## config.mk

```make
export PLATFORM = sky130hd
export DESIGN_NAME = pipe_csel_adder_flat
export DESIGN_NICKNAME = d
export VERILOG_FILES = /design/src/rtl/pipe_csel_adder_if.sv /design/src/rtl/pipe_csel_adder.sv /design/src/flat_wrapper.sv
export SDC_FILE = /design/constraint.sdc
export NUM_CORES = 1
export LEC_CHECK = 0
export BUFFER_PORTS_ARGS = -buffer_cell sky130_fd_sc_hd__buf_2
export CAP_MARGIN = 30
export CORE_MARGIN = 4
export CORE_UTILIZATION = 51
export DETAILED_ROUTE_END_ITERATION = 8
export GPL_TIMING_DRIVEN = 1
export PLACE_DENSITY = 0.81
export SETUP_SLACK_MARGIN = 0.02
export SLEW_MARGIN = 20
export SYNTH_ARGS = -nofsm -noshare
export SYNTH_HDL_FRONTEND = slang
export SYNTH_SLANG_ARGS = --single-unit
```

## constraint.sdc

```tcl
create_clock -name clk -period 2.4 [get_ports clk]
set_clock_uncertainty 0.15 [all_clocks]
set_input_delay 0.48 -clock clk [delete_from_list [all_inputs] [get_ports clk]]
set_output_delay 0.48 -clock clk [all_outputs]
set_load 0.02 [all_outputs]
```

## src/rtl/pipe_csel_adder_if.sv

```systemverilog
// Operand/result handshake bundle for pipe_csel_adder.
// The ovf signal exists only when ADDER_OVF_EN is defined.
interface pipe_csel_adder_if #(
    parameter int unsigned WIDTH = 16
);
    logic             in_valid;
    logic             in_ready;
    logic [WIDTH-1:0] a;
    logic [WIDTH-1:0] b;
    logic             cin;
    logic             sub;
    logic             out_valid;
    logic             out_ready;
    logic [WIDTH-1:0] sum;
    logic             cout;
`ifdef ADDER_OVF_EN
    logic             ovf;

    modport master (
        output in_valid, a, b, cin, sub, out_ready,
        input  in_ready, out_valid, sum, cout, ovf
    );
    modport slave (
        input  in_valid, a, b, cin, sub, out_ready,
        output in_ready, out_valid, sum, cout, ovf
    );
`else
    modport master (
        output in_valid, a, b, cin, sub, out_ready,
        input  in_ready, out_valid, sum, cout
    );
    modport slave (
        input  in_valid, a, b, cin, sub, out_ready,
        output in_ready, out_valid, sum, cout
    );
`endif
endinterface

```

## src/rtl/pipe_csel_adder.sv

```systemverilog
// Pipelined segmented adder/subtractor: one SEG-bit segment resolved per stage,
// valid/ready on both sides. Define ADDER_OVF_EN to add the signed-overflow output.
module pipe_csel_adder #(
    parameter int unsigned WIDTH = 16,
    parameter int unsigned SEG   = 4
) (
    input  logic             clk,
    input  logic             rst,
    pipe_csel_adder_if.slave bus
);
    localparam int unsigned NSTG = WIDTH / SEG;
    localparam int unsigned SW   = SEG + 1;
    localparam int unsigned LAST = NSTG - 1;

    if (WIDTH % SEG != 0) begin : g_bad_cfg
        $error("pipe_csel_adder: SEG must divide WIDTH");
    end

    // Per-stage state: operands are kept right-shifted so the next slice sits at bit 0,
    // and the sum is shifted in from the top so it lands aligned after the last stage.
    logic [NSTG-1:0]            r_vld;
    logic [NSTG-1:0]            r_cy;
    logic [NSTG-1:0][WIDTH-1:0] r_sum;
    logic [NSTG-1:0][WIDTH-1:0] r_a;
    logic [NSTG-1:0][WIDTH-1:0] r_b;

    logic [NSTG:0]              w_adv;
    logic [NSTG-1:0]            w_vin;
    logic [NSTG-1:0]            w_cin;
    logic [NSTG-1:0][WIDTH-1:0] w_a_in;
    logic [NSTG-1:0][WIDTH-1:0] w_b_in;
    logic [NSTG-1:0][WIDTH-1:0] w_sum_in;
    logic [NSTG-1:0][WIDTH-1:0] w_sum_nx;
    logic [NSTG-1:0][SW-1:0]    w_seg;
    logic [WIDTH-1:0]           w_b_eff;
    logic                       w_cin_eff;
    logic                       w_unused_ops;

    assign w_b_eff   = bus.sub ? ~bus.b : bus.b;
    assign w_cin_eff = bus.sub | bus.cin;

    // Stall chain: a stage moves when empty or when its successor moves.
    always_comb begin
        w_adv       = '0;
        w_adv[NSTG] = bus.out_ready;
        for (int k = NSTG - 1; k >= 0; k--) begin
            w_adv[k] = !r_vld[k] || w_adv[k+1];
        end
    end

    for (genvar k = 0; k < NSTG; k++) begin : g_stg
        if (k == 0) begin : g_head
            assign w_vin[k]    = bus.in_valid;
            assign w_cin[k]    = w_cin_eff;
            assign w_a_in[k]   = bus.a;
            assign w_b_in[k]   = w_b_eff;
            assign w_sum_in[k] = '0;
        end else begin : g_body
            assign w_vin[k]    = r_vld[k-1];
            assign w_cin[k]    = r_cy[k-1];
            assign w_a_in[k]   = r_a[k-1];
            assign w_b_in[k]   = r_b[k-1];
            assign w_sum_in[k] = r_sum[k-1];
        end

        assign w_seg[k]    = SW'(w_a_in[k][SEG-1:0]) + SW'(w_b_in[k][SEG-1:0]) + SW'(w_cin[k]);
        assign w_sum_nx[k] = (w_sum_in[k] >> SEG) | (WIDTH'(w_seg[k][SEG-1:0]) << (WIDTH - SEG));
    end

    // Stage registers; data only loads when a valid transaction moves in.
    always_ff @(posedge clk) begin
        if (rst) begin
            r_vld <= '0;
            r_cy  <= '0;
            r_sum <= '0;
            r_a   <= '0;
            r_b   <= '0;
        end else begin
            for (int k = 0; k < NSTG; k++) begin
                if (w_adv[k]) begin
                    r_vld[k] <= w_vin[k];
                    if (w_vin[k]) begin
                        r_cy[k]  <= w_seg[k][SEG];
                        r_sum[k] <= w_sum_nx[k];
                        r_a[k]   <= w_a_in[k] >> SEG;
                        r_b[k]   <= w_b_in[k] >> SEG;
                    end
                end
            end
        end
    end

    // The last stage has no successor to hand operands to.
    assign w_unused_ops = ^{r_a[LAST], r_b[LAST]};

`ifdef ADDER_OVF_EN
    logic r_ovf;
    logic w_ovf_nx;

    // Carry into the MSB is a^b^sum at that bit; overflow is that XOR carry-out.
    assign w_ovf_nx = w_a_in[LAST][SEG-1] ^ w_b_in[LAST][SEG-1]
                    ^ w_seg[LAST][SEG-1]  ^ w_seg[LAST][SEG];

    always_ff @(posedge clk) begin
        if (rst) begin
            r_ovf <= 1'b0;
        end else if (w_adv[LAST] && w_vin[LAST]) begin
            r_ovf <= w_ovf_nx;
        end
    end

    assign bus.ovf = r_ovf;
`endif

    assign bus.in_ready  = !rst && w_adv[0];
    assign bus.out_valid = r_vld[LAST];
    assign bus.sum       = r_sum[LAST];
    assign bus.cout      = r_cy[LAST];

endmodule

```

## src/flat_wrapper.sv

```systemverilog
// flat-port wrapper written by rule: the top's interface ports become plain ports
module pipe_csel_adder_flat 
#(
    parameter int unsigned WIDTH = 16,
    parameter int unsigned SEG   = 4
)
  (clk, rst, bus_in_valid, bus_a, bus_b, bus_cin, bus_sub, bus_out_ready, bus_in_ready, bus_out_valid, bus_sum, bus_cout);
  pipe_csel_adder_if #(.WIDTH(WIDTH)) bus_i ();
  input  logic clk;
  input  logic rst;
  input wire logic [$bits(bus_i.in_valid)-1:0] bus_in_valid;
  input wire logic [$bits(bus_i.a)-1:0] bus_a;
  input wire logic [$bits(bus_i.b)-1:0] bus_b;
  input wire logic [$bits(bus_i.cin)-1:0] bus_cin;
  input wire logic [$bits(bus_i.sub)-1:0] bus_sub;
  input wire logic [$bits(bus_i.out_ready)-1:0] bus_out_ready;
  output wire logic [$bits(bus_i.in_ready)-1:0] bus_in_ready;
  output wire logic [$bits(bus_i.out_valid)-1:0] bus_out_valid;
  output wire logic [$bits(bus_i.sum)-1:0] bus_sum;
  output wire logic [$bits(bus_i.cout)-1:0] bus_cout;
  assign bus_i.in_valid = bus_in_valid;
  assign bus_i.a = bus_a;
  assign bus_i.b = bus_b;
  assign bus_i.cin = bus_cin;
  assign bus_i.sub = bus_sub;
  assign bus_i.out_ready = bus_out_ready;
  assign bus_in_ready = bus_i.in_ready;
  assign bus_out_valid = bus_i.out_valid;
  assign bus_sum = bus_i.sum;
  assign bus_cout = bus_i.cout;
  pipe_csel_adder #(.WIDTH(WIDTH), .SEG(SEG)) u_core (.clk(clk), .rst(rst), .bus(bus_i));
endmodule
```

==> flow_summary.ini, run 1 <==
[run_status]
status = complete, no violations

[floorplan]
initial_utilization = 0.5322
rows = 32
die_y_microns = 98.27
design.die.area_sq_um = 9656
die_x_microns = 98.27
ios = 57
core_area_sq_um = 7807

[sta]
hold_viol_final = 0
timing.final.crit_share = 0.8551
tightest_slew_ps = 496.4
max_slew_margin = 0.6605
drv_slew = 0
min_period_ps = 2052
finalSetupTns_ps = 0
hold_slack_ps = 201.1
finalSetupViolations = 0
clock.fmax_ghz = 0.4873
rsz0062_at_grt = no

[detailed_routing]
wl_per_cell_microns = 12.66
drt_iter0_markers = 158
viasPerCell = 5.093
routed_wl_microns = 8040
route.vias.total = 3234
drc = 0
drt-pass1-iter-count = 4
detail-route-antenna-nets = 0

[placement]
detailed_place_hpwl_microns = 6011
port_buffers = 56
dp.cells = 619
gp_congestion = 0.7891
placed_cell_area_sq_um = 4410

[worst_setup_path]
cp-start-kind = register
critPathMaxFanout = 5
path_cells = and4b_4, a21oi_1, buf_2
worstSetupPathType = register to primary output
end_kind = primary output
cp.required_ps = 1770
cp.arrival_ps = 1420
critPathMaxStageDelay_ps = 370
cp_slowest_cell = dfxtp_1

[global_routing]
grt_max_degree = 46
grt_pass1_vias = 3110
grt_antenna_before_repair = 0
grt_pass1_wl_microns = 13860
grt_overflow = 0
grtUsageTotal = 0.1712

[synth]
yosysMostFrequentCell = nand2_1
synth_edf_count = 0
avgSynthCellArea_sq_um = 8.463
synthCells = 491
ys.flop_type = dfxtp_1
netlist_area_sq_um = 4155
async_flop_share = 0
ys_ff_latch = 96
netlist_top_cells_count = nand2_1, dfxtp_1, a21oi_1, nor2_1
synth_area_leaders = dfxtp_1, nand2_1, a21oi_1, fa_1, a211oi_1
syn_nets = 549
yosysWarnings = 0
yosysSeqAreaShare = 0.4625
synth_top_area_share = 0.4625
synth.distinct_cells = 36
synth_top_area_cell = dfxtp_1

[layout]
n_antenna_cell = 0
drive_above_1_share = 0.1726
fillers = 680
final_cells = 635
stdcell_area_sq_um = 4658
area_delta_synth_final_pct = 12.10
nets = 586

[clock_tree]
cts_tree = done
cts_buffer_depth = 2
clk_latency_ps = 350
htree_levels = 3
holdBufCountCts = 0
root_buffer = clkbuf_8
cts.sinks = 96
cts-resized-gates = 0
cts_setup_buffers = 0
clkTransAtPathRegs_ps = 90
cts_buffers = 9

[min_path]
hold_class = input port to register

[power_and_ir_drop]
ir_worst_vdd_mv = 0.5206
power_w = 0.003265
power_density_nw_per_um2 = 701.0
p_leak_nw = 1.844

[job]
drv_cap = 0
## state kept, by name, indices dropped and copies added, names as in the netlist
signal,flops
u_core.r_vld,4
u_core.bus.sum,16
u_core.r_b,24
u_core.r_a,24
u_core.r_sum,24
u_core.r_cy,4
## stage by stage
step	utilization	setup WS, ps
final	0.5966	347.8
after global routing	0.5966	222.7
after CTS	0.5966	347.8
after detailed placement	0.5649	148.3
after global placement	0.5649	220.5
after floorplan	-	41.21
## worst max-delay path, delay by kind of cell, from the launching register on
kind,cells,cell delay [ps]
flip-flops,1,370
AND/OR/NAND/NOR,1,260
AO/OA/AOI/OAI,1,230
buffers and inverters,1,210
## final cells by class
cell class                      instances  area (sq um)  share of cell area
Clock buffer                            9         123.9             0.02659
Clock inverter                          7         123.9             0.02659
Inverter                               15         56.30             0.01209
Multi-Input combinational cell        335          1912              0.4104
Sequential cell                        96          1922              0.4126
Tap cell                              102         127.6             0.02740
Timing Repair Buffer                   71         392.9             0.08434
## layout by cell type (no fill, tap or decap), types with 2 or more instances in the layout
| cell | instances |
|---|---|
| a211oi_1 | 21 |
| a21o_1 | 3 |
| a21oi_1 | 73 |
| a311o_1 | 2 |
| and4_1 | 2 |
| buf_2 | 56 |
| buf_4 | 15 |
| bufinv_16 | 3 |
| clkbuf_8 | 9 |
| dfxtp_1 | 96 |
| fa_1 | 8 |
| ha_1 | 12 |
| inv_1 | 14 |
| inv_6 | 3 |
| nand2_1 | 135 |
| nand2b_1 | 2 |
| nand3b_1 | 2 |
| nand4b_1 | 2 |
| nor2_1 | 26 |
| nor2b_1 | 6 |
| nor3_1 | 4 |
| o21a_1 | 2 |
| o21ai_0 | 3 |
| xnor2_1 | 18 |
| xor2_1 | 3 |
## logic make-up (layout without fill, tap and decap cells)
group	count (synthesis)	count (layout)	share of synthesized area
AND/OR/NAND/NOR	186	186	0.1873
AO/OA/AOI/OAI	108	108	0.1539
buffers and inverters	60	102	0.07738
XOR/XNOR	21	21	0.04426
adder cells (fa/ha/maj)	20	20	0.07467
flip-flops	96	96	0.4625
## worst paths after layout
path	startpoint	to	slack, ps	cells past startpoint
min	bus_a[13]	u_core.r_a[9]	200	3
max	u_core.r_vld[3]	bus_in_ready	350	3
max reg2reg	u_core.r_b[16]	u_core.r_sum[47]	380	6
min reg2reg	u_core.bus.sum[5]	u_core.bus.sum[5]	300	2
## per-layer routing
metal	up-vias	track usage	share of wire
met5	-	0	0
met4	0	0.04202	0.012
met3	10	0.04571	0.060
met2	90	0.2901	0.48
met1	1456	0.2184	0.45
li1	1678	-	-
## report_power, final
part | switching (W) | leakage, nW | internal, W | total, W
combinational | 0.000173 | 0.940 | 0.000135 | 0.000307
clock | 0.000562 | 0.121 | 0.000703 | 0.00127
sequential | 0.0000394 | 0.783 | 0.00165 | 0.00169
Power figures use the tool's default switching activity.
==> run 2, diff against run 1 <==
- ABC_AREA: not set -> 1
- CORE_UTILIZATION: 51 -> 52
- PLACE_DENSITY: 0.81 -> 0.82
==> flow_summary.ini, run 2 <==
[clock_tree]
root_buffer = clkbuf_8
clk_latency_ps = 350
cts_tree = done
cts.sinks = 96
cts-resized-gates = 0
cts_setup_buffers = 0
cts_buffer_depth = 2
clkTransAtPathRegs_ps = 80
holdBufCountCts = 0
htree_levels = 3
cts_buffers = 9

[floorplan]
die_x_microns = 100.3
core_area_sq_um = 8258
initial_utilization = 0.5359
die_y_microns = 100.3
rows = 33
ios = 57
design.die.area_sq_um = 10050

[sta]
hold_viol_final = 0
clock.fmax_ghz = 0.5131
min_period_ps = 1949
finalSetupViolations = 0
tightest_slew_ps = 521.1
drv_slew = 0
max_slew_margin = 0.6526
finalSetupTns_ps = 0
rsz0062_at_grt = no
timing.final.crit_share = 0.8120

[worst_setup_path]
cp.required_ps = 2500
cp.arrival_ps = 2050
critPathMaxFanout = 6
end_kind = register
cp-start-kind = input port
worstSetupPathType = input port to register

[layout]
layout_commonest_cell = nor2_1
nets = 648
top_regs = u_core.r_a (24), u_core.r_b (24), u_core.r_sum (24)
drive_above_1_share = 0.1591
utilization = 0.5739
area_delta_synth_final_pct = 7.097
n_antenna_cell = 0
mostFrequentLayoutCells = nor2_1, dfxtp_1, nand2_1, buf_2, o21ai_0

[global_routing]
grt_antenna_before_repair = 0
grt_overflow = 0
grt_pass1_wl_microns = 13960
grt_max_degree = 90
grt_pass1_vias = 3244
grtUsageTotal = 0.1670

[power_and_ir_drop]
p_leak_nw = 2.122
p_switching_w = 0.0008037
p_comb_frac = 0.141
power_frac_seq = 0.555
power_frac_clock = 0.304
p_int_w = 0.002335
power_density_nw_per_um2 = 662.3
ir_worst_vdd_mv = 0.2347
p_sw_frac = 0.2560

[synth]
synthCells = 567
synth_area_leaders = dfxtp_1, nor2_1, o21ai_0, a21oi_1, nand2_1
ys.flop_type = dfxtp_1
netlist_area_sq_um = 4425
synth_top_area_share = 0.4343
ys_ff_latch = 96
async_flop_share = 0
yosysMostFrequentCell = nor2_1
avgSynthCellArea_sq_um = 7.805
synth_edf_count = 0
yosysSeqAreaShare = 0.4343
syn_nets = 625
synth_top_area_cell = dfxtp_1
netlist_top_cells_count = nor2_1, dfxtp_1, nand2_1, o21ai_0, a21oi_1
yosysWarnings = 0
synth.distinct_cells = 28

[placement]
gp_congestion = 0.8165
detailed_place_hpwl_microns = 5696
port_buffers = 56

[job]
drv_cap = 0

[detailed_routing]
drt-pass1-iter-count = 4
routed_wl_microns = 7979
route.vias.total = 3425
viasPerCell = 4.921
detail-route-antenna-nets = 0
drt_iter0_markers = 146
drc = 0
wl_per_cell_microns = 11.46

[min_path]
hold_class = input port to register

[run_status]
status = complete, no violations
-- run 2: final cells by class --
| type | count | area (sq um) |
|---|---|---|
| flip-flops and latches | 96 | 1922 |
| repair buffers | 63 | 345.3 |
| fillers | 790 | 3518 |
| well taps | 105 | 131.4 |
| clock buffers | 10 | 127.6 |
| inverters | 25 | 96.34 |
| multi-input cells | 395 | 2082 |
| clock inverters | 2 | 35.03 |
-- run 2: per-stage QoR --
stage	cell area (sq um)	std cells	power, W	setup WS, ps	hold slack, ps
global placement	4577	684	0.002197	158.0	307.1
floorplan	4425	567	0.002122	54.25	296.3
finish	4740	696	0.003139	451.2	292.6
CTS	4740	696	0.003158	452.6	275.9
detailed placement	4577	684	0.002222	68.69	313.7
global route	4740	696	0.003294	362.2	300.9
-- run 2: critical path: stages --
cell and delay [ps]:
buf_2 150, xnor2_1 160, fa_1 450, fa_1 430, xor2_1 160, nand3_1 90, nand2_1 90, nor2_1 40
-- run 2: path summary, 6_finish.rpt --
check | from | end | slack (ps) | depth (start not counted)
setup / recovery | bus_sub | u_core.r_sum[14] | 450 | 8
hold / removal | rst | u_core.r_vld[3] | 290 | 2
setup reg to reg | u_core.r_b[0] | u_core.r_cy[1] | 490 | 6
hold reg to reg | u_core.r_b[7] | u_core.r_b[7] | 330 | 2
-- run 2: power by group through the flow --
| stage | Clock, W | Combinational (W) | Sequential [W] |
|---|---|---|---|
| floorplan | 0 | 0.000357 | 0.00176 |
| detailed placement | 0 | 0.000443 | 0.00178 |
| finish | 0.000953 | 0.000442 | 0.00174 |
| CTS | 0.000969 | 0.000446 | 0.00174 |
| global placement | 0 | 0.000424 | 0.00177 |
| global route | 0.00103 | 0.000515 | 0.00175 |
-- run 2: cell families (layout without fill, tap and decap cells) --
| kind of cell | after synthesis | in the layout | share of synthesized area |
|---|---|---|---|
| and+or+nand+nor | 249 | 249 | 0.2417 |
| DFF | 96 | 96 | 0.4343 |
| adders and majority gates | 20 | 20 | 0.07011 |
| AOI/OAI and AO/OA | 107 | 107 | 0.1210 |
| xor gates and xnor gates | 19 | 19 | 0.03760 |
| buffers and inverters | 76 | 100 | 0.09528 |
-- run 2: layer usage --
layer,vias to the layer above,wire (microns),share of wire,track usage
met5,-,0,0,0
li1,1847,-,-,-
met2,85,3415,0.43,0.2625
met4,0,119,0.015,0.06839
met1,1482,3979,0.50,0.2265
met3,11,465,0.058,0.03058
